[config.mk]
export PLATFORM = sky130hd
export DESIGN_NAME = lsu_mem_ctrl
export DESIGN_NICKNAME = d
export VERILOG_FILES = /design/src/rtl/lsu_mem_ctrl.sv
export SDC_FILE = /design/constraint.sdc
export NUM_CORES = 1
export LEC_CHECK = 0
export BUFFER_PORTS_ARGS = -buffer_cell sky130_fd_sc_hd__clkbuf_2
export CAP_MARGIN = 20
export CORE_MARGIN = 2
export CORE_UTILIZATION = 49
export DETAILED_ROUTE_END_ITERATION = 10
export PLACE_DENSITY = 0.9
export SYNTH_ARGS = -nofsm -noshare
export SYNTH_HDL_FRONTEND = slang
export SYNTH_SLANG_ARGS = --single-unit
export TNS_END_PERCENT = 100
[constraint.sdc]
create_clock -name clk -period 3.75 [get_ports clk]
set_input_delay 0.9375 -clock clk [delete_from_list [all_inputs] [get_ports clk]]
set_output_delay 0.9375 -clock clk [all_outputs]
set_load 0.005 [all_outputs]
[src/rtl/lsu_mem_ctrl.sv]
// lsu_mem_ctrl: load/store initiator between the CPU control FSM and the
// byte-addressed data memory. One request at a time; each accepted request
// is checked for size, alignment and range, then either walks the memory
// through SETUP/ACCESS/RESP or reports an error through ERR.
//
// Handshake: a request transfers on a rising edge where req_valid=1 and
// req_ready=1 (req_ready is high exactly in IDLE). Request fields only need
// to be stable in that cycle. req_valid is ignored while req_ready=0. The
// response is a single-cycle resp_valid pulse with resp_err/resp_rdata
// valid alongside it; there is no backpressure on the response.

`ifndef MEM
`define MEM 3'b100
`endif

module lsu_mem_ctrl #(
  parameter int MEM_BYTES = 1024,
  parameter int CNT_W     = 16
) (
  input  logic             clk,
  input  logic             rst,
  // request side
  input  logic             req_valid,
  output logic             req_ready,
  input  logic             req_we,
  input  logic [1:0]       req_size,
  input  logic             req_signed,
  input  logic [31:0]      req_addr,
  input  logic [31:0]      req_wdata,
  // response side
  output logic             resp_valid,
  output logic             resp_err,
  output logic [31:0]      resp_rdata,
  // memory side
  output logic             mem_wr_en,
  output logic             mem_rd_en,
  output logic [1:0]       mem_size,
  output logic             mem_sign_ext,
  output logic [31:0]      mem_addr,
  output logic [31:0]      mem_wdata,
  output logic [2:0]       mem_status,
  input  logic [31:0]      mem_rdata,
  // debug
  output logic [CNT_W-1:0] ld_count,
  output logic [CNT_W-1:0] st_count,
  output logic [2:0]       dbg_state
);

  typedef enum logic [2:0] {
    IDLE   = 3'd0,
    SETUP  = 3'd1,
    ACCESS = 3'd2,
    RESP   = 3'd3,
    ERR    = 3'd4
  } state_t;

  state_t      state;
  state_t      state_nxt;
  logic        we_q;
  logic        accept;
  logic        req_err;
  logic [32:0] last_byte;
  logic [32:0] bytes_m1;

  assign req_ready = (state == IDLE);
  assign accept    = req_ready & req_valid;
  assign dbg_state = state;

  // Request legality: illegal size, misalignment, or last byte past memory end.
  // Done in 33 bits so addresses near 2^32 cannot wrap back into range.
  always_comb begin
    bytes_m1 = 33'd0;
    req_err  = 1'b0;
    case (req_size)
      2'b00: bytes_m1 = 33'd0;
      2'b01: begin
        bytes_m1 = 33'd1;
        if (req_addr[0]) req_err = 1'b1;
      end
      2'b10: begin
        bytes_m1 = 33'd3;
        if (req_addr[1:0] != 2'b00) req_err = 1'b1;
      end
      default: req_err = 1'b1;
    endcase
    last_byte = {1'b0, req_addr} + bytes_m1;
    if (last_byte >= 33'(MEM_BYTES)) req_err = 1'b1;
  end

  // Next-state logic for the access sequence.
  always_comb begin
    state_nxt = state;
    case (state)
      IDLE:    if (req_valid) state_nxt = req_err ? ERR : SETUP;
      SETUP:   state_nxt = ACCESS;
      ACCESS:  state_nxt = RESP;
      RESP:    state_nxt = IDLE;
      ERR:     state_nxt = IDLE;
      default: state_nxt = IDLE;
    endcase
  end

  // State register.
  always_ff @(posedge clk) begin
    if (rst) state <= IDLE;
    else     state <= state_nxt;
  end

  // Latch request fields at accept; they then hold until the next accept.
  always_ff @(posedge clk) begin
    if (rst) begin
      mem_addr     <= 32'd0;
      mem_wdata    <= 32'd0;
      mem_size     <= 2'b00;
      mem_sign_ext <= 1'b0;
      we_q         <= 1'b0;
    end else if (accept) begin
      mem_addr     <= req_addr;
      mem_wdata    <= req_wdata;
      mem_size     <= req_size;
      mem_sign_ext <= req_signed;
      we_q         <= req_we;
    end
  end

  // Memory controls and response flags are registered from the next state
  // so they switch cleanly on the clock edge. we_q is already valid when
  // the next state is ACCESS because it was latched at accept.
  always_ff @(posedge clk) begin
    if (rst) begin
      mem_wr_en  <= 1'b0;
      mem_rd_en  <= 1'b0;
      mem_status <= 3'b000;
      resp_valid <= 1'b0;
      resp_err   <= 1'b0;
    end else begin
      mem_wr_en  <= (state_nxt == ACCESS) &  we_q;
      mem_rd_en  <= (state_nxt == ACCESS) & ~we_q;
      mem_status <= ((state_nxt == SETUP) || (state_nxt == ACCESS)) ? `MEM : 3'b000;
      resp_valid <= (state_nxt == RESP) || (state_nxt == ERR);
      resp_err   <= (state_nxt == ERR);
    end
  end

  // Read data capture at the end of ACCESS; stores and errors return zero.
  always_ff @(posedge clk) begin
    if (rst) begin
      resp_rdata <= 32'd0;
    end else if (state == ACCESS) begin
      resp_rdata <= we_q ? 32'd0 : mem_rdata;
    end else if (state_nxt == ERR) begin
      resp_rdata <= 32'd0;
    end
  end

  // Completed-access counters, bumped as RESP closes; they wrap naturally.
  always_ff @(posedge clk) begin
    if (rst) begin
      ld_count <= '0;
      st_count <= '0;
    end else if (state == RESP) begin
      if (we_q) st_count <= st_count + 1'b1;
      else      ld_count <= ld_count + 1'b1;
    end
  end

endmodule

==> results.sh, run 1 <==
export IMPL_fmax_mhz=279.0
export IMPL_syn_area_mm2=0.006442
export IMPL_cts_hold_buf=0
export IMPL_ys_flop_type="dfxtp_1"
export IMPL_design_area_mm2=0.008437
export IMPL_cp_max_fo=17
export IMPL_fin_worst_skew_ns=0.009409
export IMPL_synth_seq_cells=140
export IMPL_cts_tree="built"
export IMPL_slew_headroom_pct=33.60
export IMPL_root_buffer="clkbuf_16"
export IMPL_gr_total_overflow=0
export IMPL_required_ns=4.09
export IMPL_synth_edf_count=0
export IMPL_clkTransAtPathRegs_ns=0.06
export IMPL_final_max_slew_violation_count=0
export IMPL_num_antenna_cells=0
export IMPL_rsz0062_at_grt="false"
export IMPL_drt_total_wl_um=18230
export IMPL_maxUsedRoutingLayer="met4"
export IMPL_grt_pass1_vias=6158
export IMPL_seq_area_frac_synth_pct=43.50
export IMPL_synth_top_cell_area_share_pct=43.50
export IMPL_hp_class="reg -> reg"
export IMPL_cp_data_arrival_time_ns=3.92
export IMPL_hpwl_um=12420
export IMPL_avgSynthCellArea_um2=8.217
export IMPL_fin_total_pwr_mw=3.616
export IMPL_grt_pass1_wl_um=29480
export IMPL_place_inst=1149
export IMPL_fin_crit_sh_pct=95.58
export IMPL_worstSetupPathType="in -> reg"
export IMPL_grt_max_degree=95
export IMPL_dp_slack_ns=-0.09048
export IMPL_p_leak_nw=3.556
export IMPL_clock_sinks=140
export IMPL_syn2layout_area_growth_pct=30.96
export IMPL_portBuffers=242
export IMPL_place_area_mm2=0.007800
export IMPL_irDropWorstVdd_v=0.0003290
export IMPL_antenna_found_initial=0
export IMPL_die_y_um=118.7
export IMPL_cp_end_kind="flip-flop"
export IMPL_start_util_pct=50.64
export IMPL_htreeDepth=4
export IMPL_synthCells=784
export IMPL_drc=0
export IMPL_final_common_cell="clkbuf_2"
export IMPL_via_per_inst=5.544
export IMPL_row_count=41
export IMPL_drt_iter0_drc=594
export IMPL_wl_met1_um=7539
export IMPL_pwr_density_cell_mw_per_mm2=428.6
export IMPL_hold_violations=0
export IMPL_tightest_slew_ns=0.9960
export IMPL_place_congestion=0.9644
export IMPL_clk_path_buf_depth=2
export IMPL_synthArstFlopShare_pct=0
export IMPL_grt_usage_pct=25.27
export IMPL_wl_met2_um=8821
export IMPL_vias=6548
export IMPL_synth_distinct_cells=51
export IMPL_final_setup_viol_count=0
export IMPL_status="finished clean"
export IMPL_dieArea_mm2=0.01408
export IMPL_setup_tns_ns=0
export IMPL_wl_met3_um=1356
export IMPL_post_route_cells_drive_above_1_share_pct=29.83
export IMPL_dr_pass1_iters=5
export IMPL_synth_top_area_cell="dfxtp_1"
export IMPL_wl_per_cell_um=15.44
export IMPL_final_cells=1181
export IMPL_period_minus_slack_ns=3.584
export IMPL_clkLatencyLatePin_ns=0.42
export IMPL_io_pins=245
export IMPL_core_mm2=0.01272
export IMPL_cts_inserted_buffers=17
export IMPL_yosysWarnings=0
export IMPL_netlist_top_cells_area="dfxtp_1 (44%), nand2_1 (9.1%), a21oi_1 (5.7%)"
export IMPL_drt_antenna_violating_nets=0
export IMPL_setup_slack_ns=0.1658
export IMPL_final_cell_mix="clkbuf_2 (241), nand2_1 (155), dfxtp_1 (140)"
export IMPL_startpoint_type="primary input"
export IMPL_drv_cap=0
export IMPL_die_w_um=118.7
export IMPL_nets=1108
worst paths after layout:
path / start / endpoint / slack, ns / cells after the start
worst min register to register: mem_wdata[28] / mem_wdata[28] / 0.45 / 2
worst max register to register: dbg_state[0] / mem_wdata[8] / 1.70 / 5
worst min-delay path: mem_wdata[28] / mem_wdata[28] / 0.45 / 2
worst max-delay path: req_size[0] / resp_rdata[21] / 0.17 / 14
routing by layer:
| metal | up-vias | global-route usage, % |
|---|---|---|
| met4 | 0 | 11.16 |
| met3 | 52 | 6.853 |
| met2 | 295 | 41.06 |
| met5 | - | 0 |
| met1 | 2999 | 31.31 |
| li1 | 3202 | - |
timing repair:
action                     4_1_cts  5_1_grt
resized for setup                0        1
setup buffers                    0        0
setup endpoints to repair        0       16
where the power goes:
part / internal (mW) / total (mW) / switching [mW] / leakage (nW)
sequential: 1.53 / 1.56 / 0.0237 / 1.14
combinational: 0.135 / 0.334 / 0.199 / 2.12
clock: 1.09 / 1.72 / 0.632 / 0.294
through the flow:
stage / hold slack (ns) / util (%)
floorplan: 0.4527 / -
global placement: 0.4402 / 61.31
detailed placement: 0.4454 / 61.31
CTS: 0.4534 / 66.09
global route: 0.4674 / 66.32
finish: 0.4517 / 66.32
registers in the layout, indices dropped and copies added (netlist names), 2 cells and up:
name / flops
mem_wdata: 32
st_count: 16
dbg_state: 3
mem_size: 2
ld_count: 16
resp_rdata: 32
mem_addr: 32
Yosys cell counts (2+ instances only):
cell and n:
a21oi_1 74, a22oi_1 33, and2_1 36, and3_1 12, and4_1 11, buf_1 2
buf_2 11, buf_4 2, buf_6 3, clkbuf_1 47, dfxtp_1 140, ha_1 7
inv_1 9, mux2i_1 4, nand2_1 156, nand3_1 18, nand4_1 16, nor2_1 40
nor3_1 13, nor4_1 5, o2111a_1 2, o2111ai_1 33, o21a_1 2, o21ai_0 8
o21ai_1 30, o31ai_1 5, or2_2 2, or3_1 4, or4_1 3, xnor2_1 15
xor2_1 21
final cells by class:
| type | instances | area [um2] |
|---|---|---|
| inverters | 9 | 33.78 |
| multi-input cells | 571 | 3348 |
| clock inverters | 11 | 141.4 |
| repair buffers | 258 | 1429 |
| flip-flops and latches | 140 | 2803 |
| clock buffers | 20 | 466.7 |
| well taps | 172 | 215.2 |
| fillers | 1034 | 4285 |
critical path, stage by stage:
cell	delay, ns
clkbuf_2	0.12
inv_1	0.05
ha_1	0.28
inv_1	0.05
ha_1	0.17
fa_1	0.36
inv_1	0.15
nor4_1	0.40
mux2i_1	0.13
a2111oi_1	0.49
nand4_1	0.16
buf_4	0.22
buf_4	0.21
o21ai_1	0.18
cells by family (layout without fill, tap and decap cells):
logic type                 Yosys count  count (layout)  synth area share, %
buffers and inverters               74             298                4.991
muxes                                4               4               0.6215
and+or+nand+nor                    322             322                23.99
other                                1               2              0.05821
xor gates and xnor gates            36              36                4.894
adders and majority gates            8               8                1.670
DFF                                140             140                43.50
AOI/OAI and AO/OA                  199             199                20.28
Note: power is estimated with default switching activity, not from simulation.
==> run 2, diff against run 1 <==
Settings changed: GPL_TIMING_DRIVEN set to 0.
==> run 2 against run 1 <==
Count of clock-buffer cells in the layout unchanged. Via count up 2.7%. Hold slack gained 0.0017 ns. First-iteration DRC count shrank 23%. Largest power group unchanged. Final area is 0.59% higher. Die area did not move. Clock power about the same.
==> results.sh, run 2 (synthesized netlist as in run 1, its figures left out) <==
export IMPL_status="finished clean"
export IMPL_max_stage_delay_ns=0.70
export IMPL_path_delay_family="compound AO/OA/AOI/OAI gates"
export IMPL_cp_num_buf_inv=4
export IMPL_dp_slack_ns=-0.4262
export IMPL_startpoint_type="primary input"
export IMPL_fin_worst_skew_ns=0.003626
export IMPL_io_pins=245
export IMPL_drc=0
export IMPL_setup_slack_ns=0.2728
export IMPL_core_mm2=0.01272
export IMPL_grt_pass1_wl_um=29890
export IMPL_reg2regPathDepth=8
export IMPL_syn2layout_area_growth_pct=31.73
export IMPL_period_minus_slack_ns=3.477
export IMPL_cp_data_arrival_time_ns=3.81
export IMPL_start_util_pct=50.64
export IMPL_clk_path_buf_depth=2
export IMPL_dr_pass1_iters=4
export IMPL_final_cell_mix="clkbuf_2 (240), nand2_1 (156), dfxtp_1 (140)"
export IMPL_required_ns=4.08
export IMPL_slew_headroom_pct=53.54
export IMPL_p_leak_nw=3.573
export IMPL_reg2reg_setup_slack_ns=1.26
export IMPL_via_per_inst=5.467
export IMPL_htreeDepth=4
export IMPL_r2r_start="dbg_state[0]"
export IMPL_rsz0062_at_grt="false"
export IMPL_hp_class="reg -> reg"
export IMPL_hold_violations=0
export IMPL_cp_slowest_cell="a2111oi_4"
export IMPL_cp_end_kind="flip-flop"
export IMPL_worstSetupPathDepth=12
export IMPL_drv_cap=0
export IMPL_cts_tree="built"
export IMPL_reg_top3="mem_addr: 32 flops, mem_wdata: 32 flops, resp_rdata: 32 flops"
export IMPL_portBuffers=240
export IMPL_row_count=41
export IMPL_vias=6725
export IMPL_nets=1157
export IMPL_design_area_mm2=0.008487
export IMPL_cp_startpoint="req_size[0]"
export IMPL_clkTransAtPathRegs_ns=0.06
export IMPL_drt_total_wl_um=18680
export IMPL_grt_max_degree=17
export IMPL_grt_pass1_vias=6269
export IMPL_gr_total_overflow=0
export IMPL_grt_usage_pct=25.89
export IMPL_final_setup_viol_count=0
export IMPL_cts_hold_buf=0
export IMPL_rr_endpoint="mem_addr[12]"
export IMPL_drt_iter0_drc=458
export IMPL_drt_antenna_violating_nets=0
export IMPL_tightest_slew_ns=0.6969
export IMPL_final_common_cell="clkbuf_2"
export IMPL_post_route_cells_drive_above_1_share_pct=28.17
export IMPL_final_max_slew_violation_count=0
export IMPL_fin_crit_sh_pct=92.72
export IMPL_fmax_mhz=287.6
export IMPL_antenna_found_initial=0
export IMPL_place_area_mm2=0.007863
export IMPL_hpwl_um=13590
export IMPL_clock_sinks=140
export IMPL_wl_per_cell_um=15.18
export IMPL_cp_max_fo=10
export IMPL_path_cells="clkbuf_2 -> inv_1 -> ha_1 -> inv_1 -> ha_1 -> fa_2 -> nand3_1 -> or3_4 -> a2111oi_4 -> buf_6 -> o2111ai_1 -> o21ai_1"
export IMPL_crit_path_end="resp_rdata[13]"
export IMPL_num_antenna_cells=0
export IMPL_clkLatencyLatePin_ns=0.41
export IMPL_pwr_density_cell_mw_per_mm2=422.4
export IMPL_dieArea_mm2=0.01408
export IMPL_root_buffer="clkbuf_16"
export IMPL_worstSetupPathType="in -> reg"
export IMPL_die_w_um=118.7
export IMPL_irDropWorstVdd_v=0.0003539
export IMPL_cts_inserted_buffers=17
export IMPL_place_congestion=0.9335
export IMPL_die_y_um=118.7
-- run 2: area by class of cell --
type,instances,area (um2)
Buffer,65,287.8
Clock buffer,20,446.7
Clock inverter,11,143.9
Fill cell,1100,4235
Inverter,9,33.78
Multi-Input combinational cell,571,3341
Sequential cell,140,2803
Tap cell,172,215.2
Timing Repair Buffer,242,1216
-- run 2: worst min-delay path by stage --
stage | depth (start not counted) | start | slack [ns] | end
finish | 2 | mem_addr[15] | 0.45 | mem_addr[15]
global route | 2 | mem_addr[3] | 0.47 | mem_addr[3]
CTS | 2 | mem_addr[15] | 0.45 | mem_addr[15]
detailed placement | 2 | mem_addr[15] | 0.45 | mem_addr[15]
global placement | 2 | mem_wdata[17] | 0.44 | mem_wdata[17]
floorplan | 2 | mem_addr[0] | 0.45 | mem_addr[0]
-- run 2: layer usage --
layer  global-route usage [%]  part of all wire, %
met1                    32.56                   43
met2                    41.45                   48
met3                    6.371                  6.7
met4                    12.50                  2.9
met5                        0                    0
-- run 2: timing repair --
action / in CTS / in global routing
buffers inserted: 2 / 0
endpoints found under the setup margin: 2 / 35
pin swaps: 1 / 0
gates resized for setup: 0 / 5
-- run 2: through the flow --
| stage | power [mW] | cells | TNS (ns) | utilization [%] | hold slack, ns |
|---|---|---|---|---|---|
| final | 3.585 | 1230 | 0 | 66.71 | 0.4534 |
| after global routing | 3.710 | 1230 | 0 | 66.71 | 0.4737 |
| after CTS | 3.599 | 1230 | 0 | 66.56 | 0.4547 |
| after detailed placement | 1.919 | 1197 | -13.75 | 61.80 | 0.4469 |
| after global placement | 1.911 | 1197 | -12.98 | 61.80 | 0.4408 |
| after floorplan | 1.750 | 785 | 0 | - | 0.4527 |
-- run 2: report_power, final --
group / switching (mW) / total, mW / internal [mW]
Sequential: 0.0246 / 1.56 / 1.53
Combinational: 0.204 / 0.335 / 0.131
Clock: 0.634 / 1.69 / 1.06
Total: 0.862 / 3.58 / 2.72
-- run 2: worst register-to-register path, delay by kind of cell (launching register included) --
kind	cells	cell delay, ns
DFF	1	0.31
AOI/OAI and AO/OA	1	0.13
buffers and inverters	4	1.33
and+or+nand+nor	3	0.65
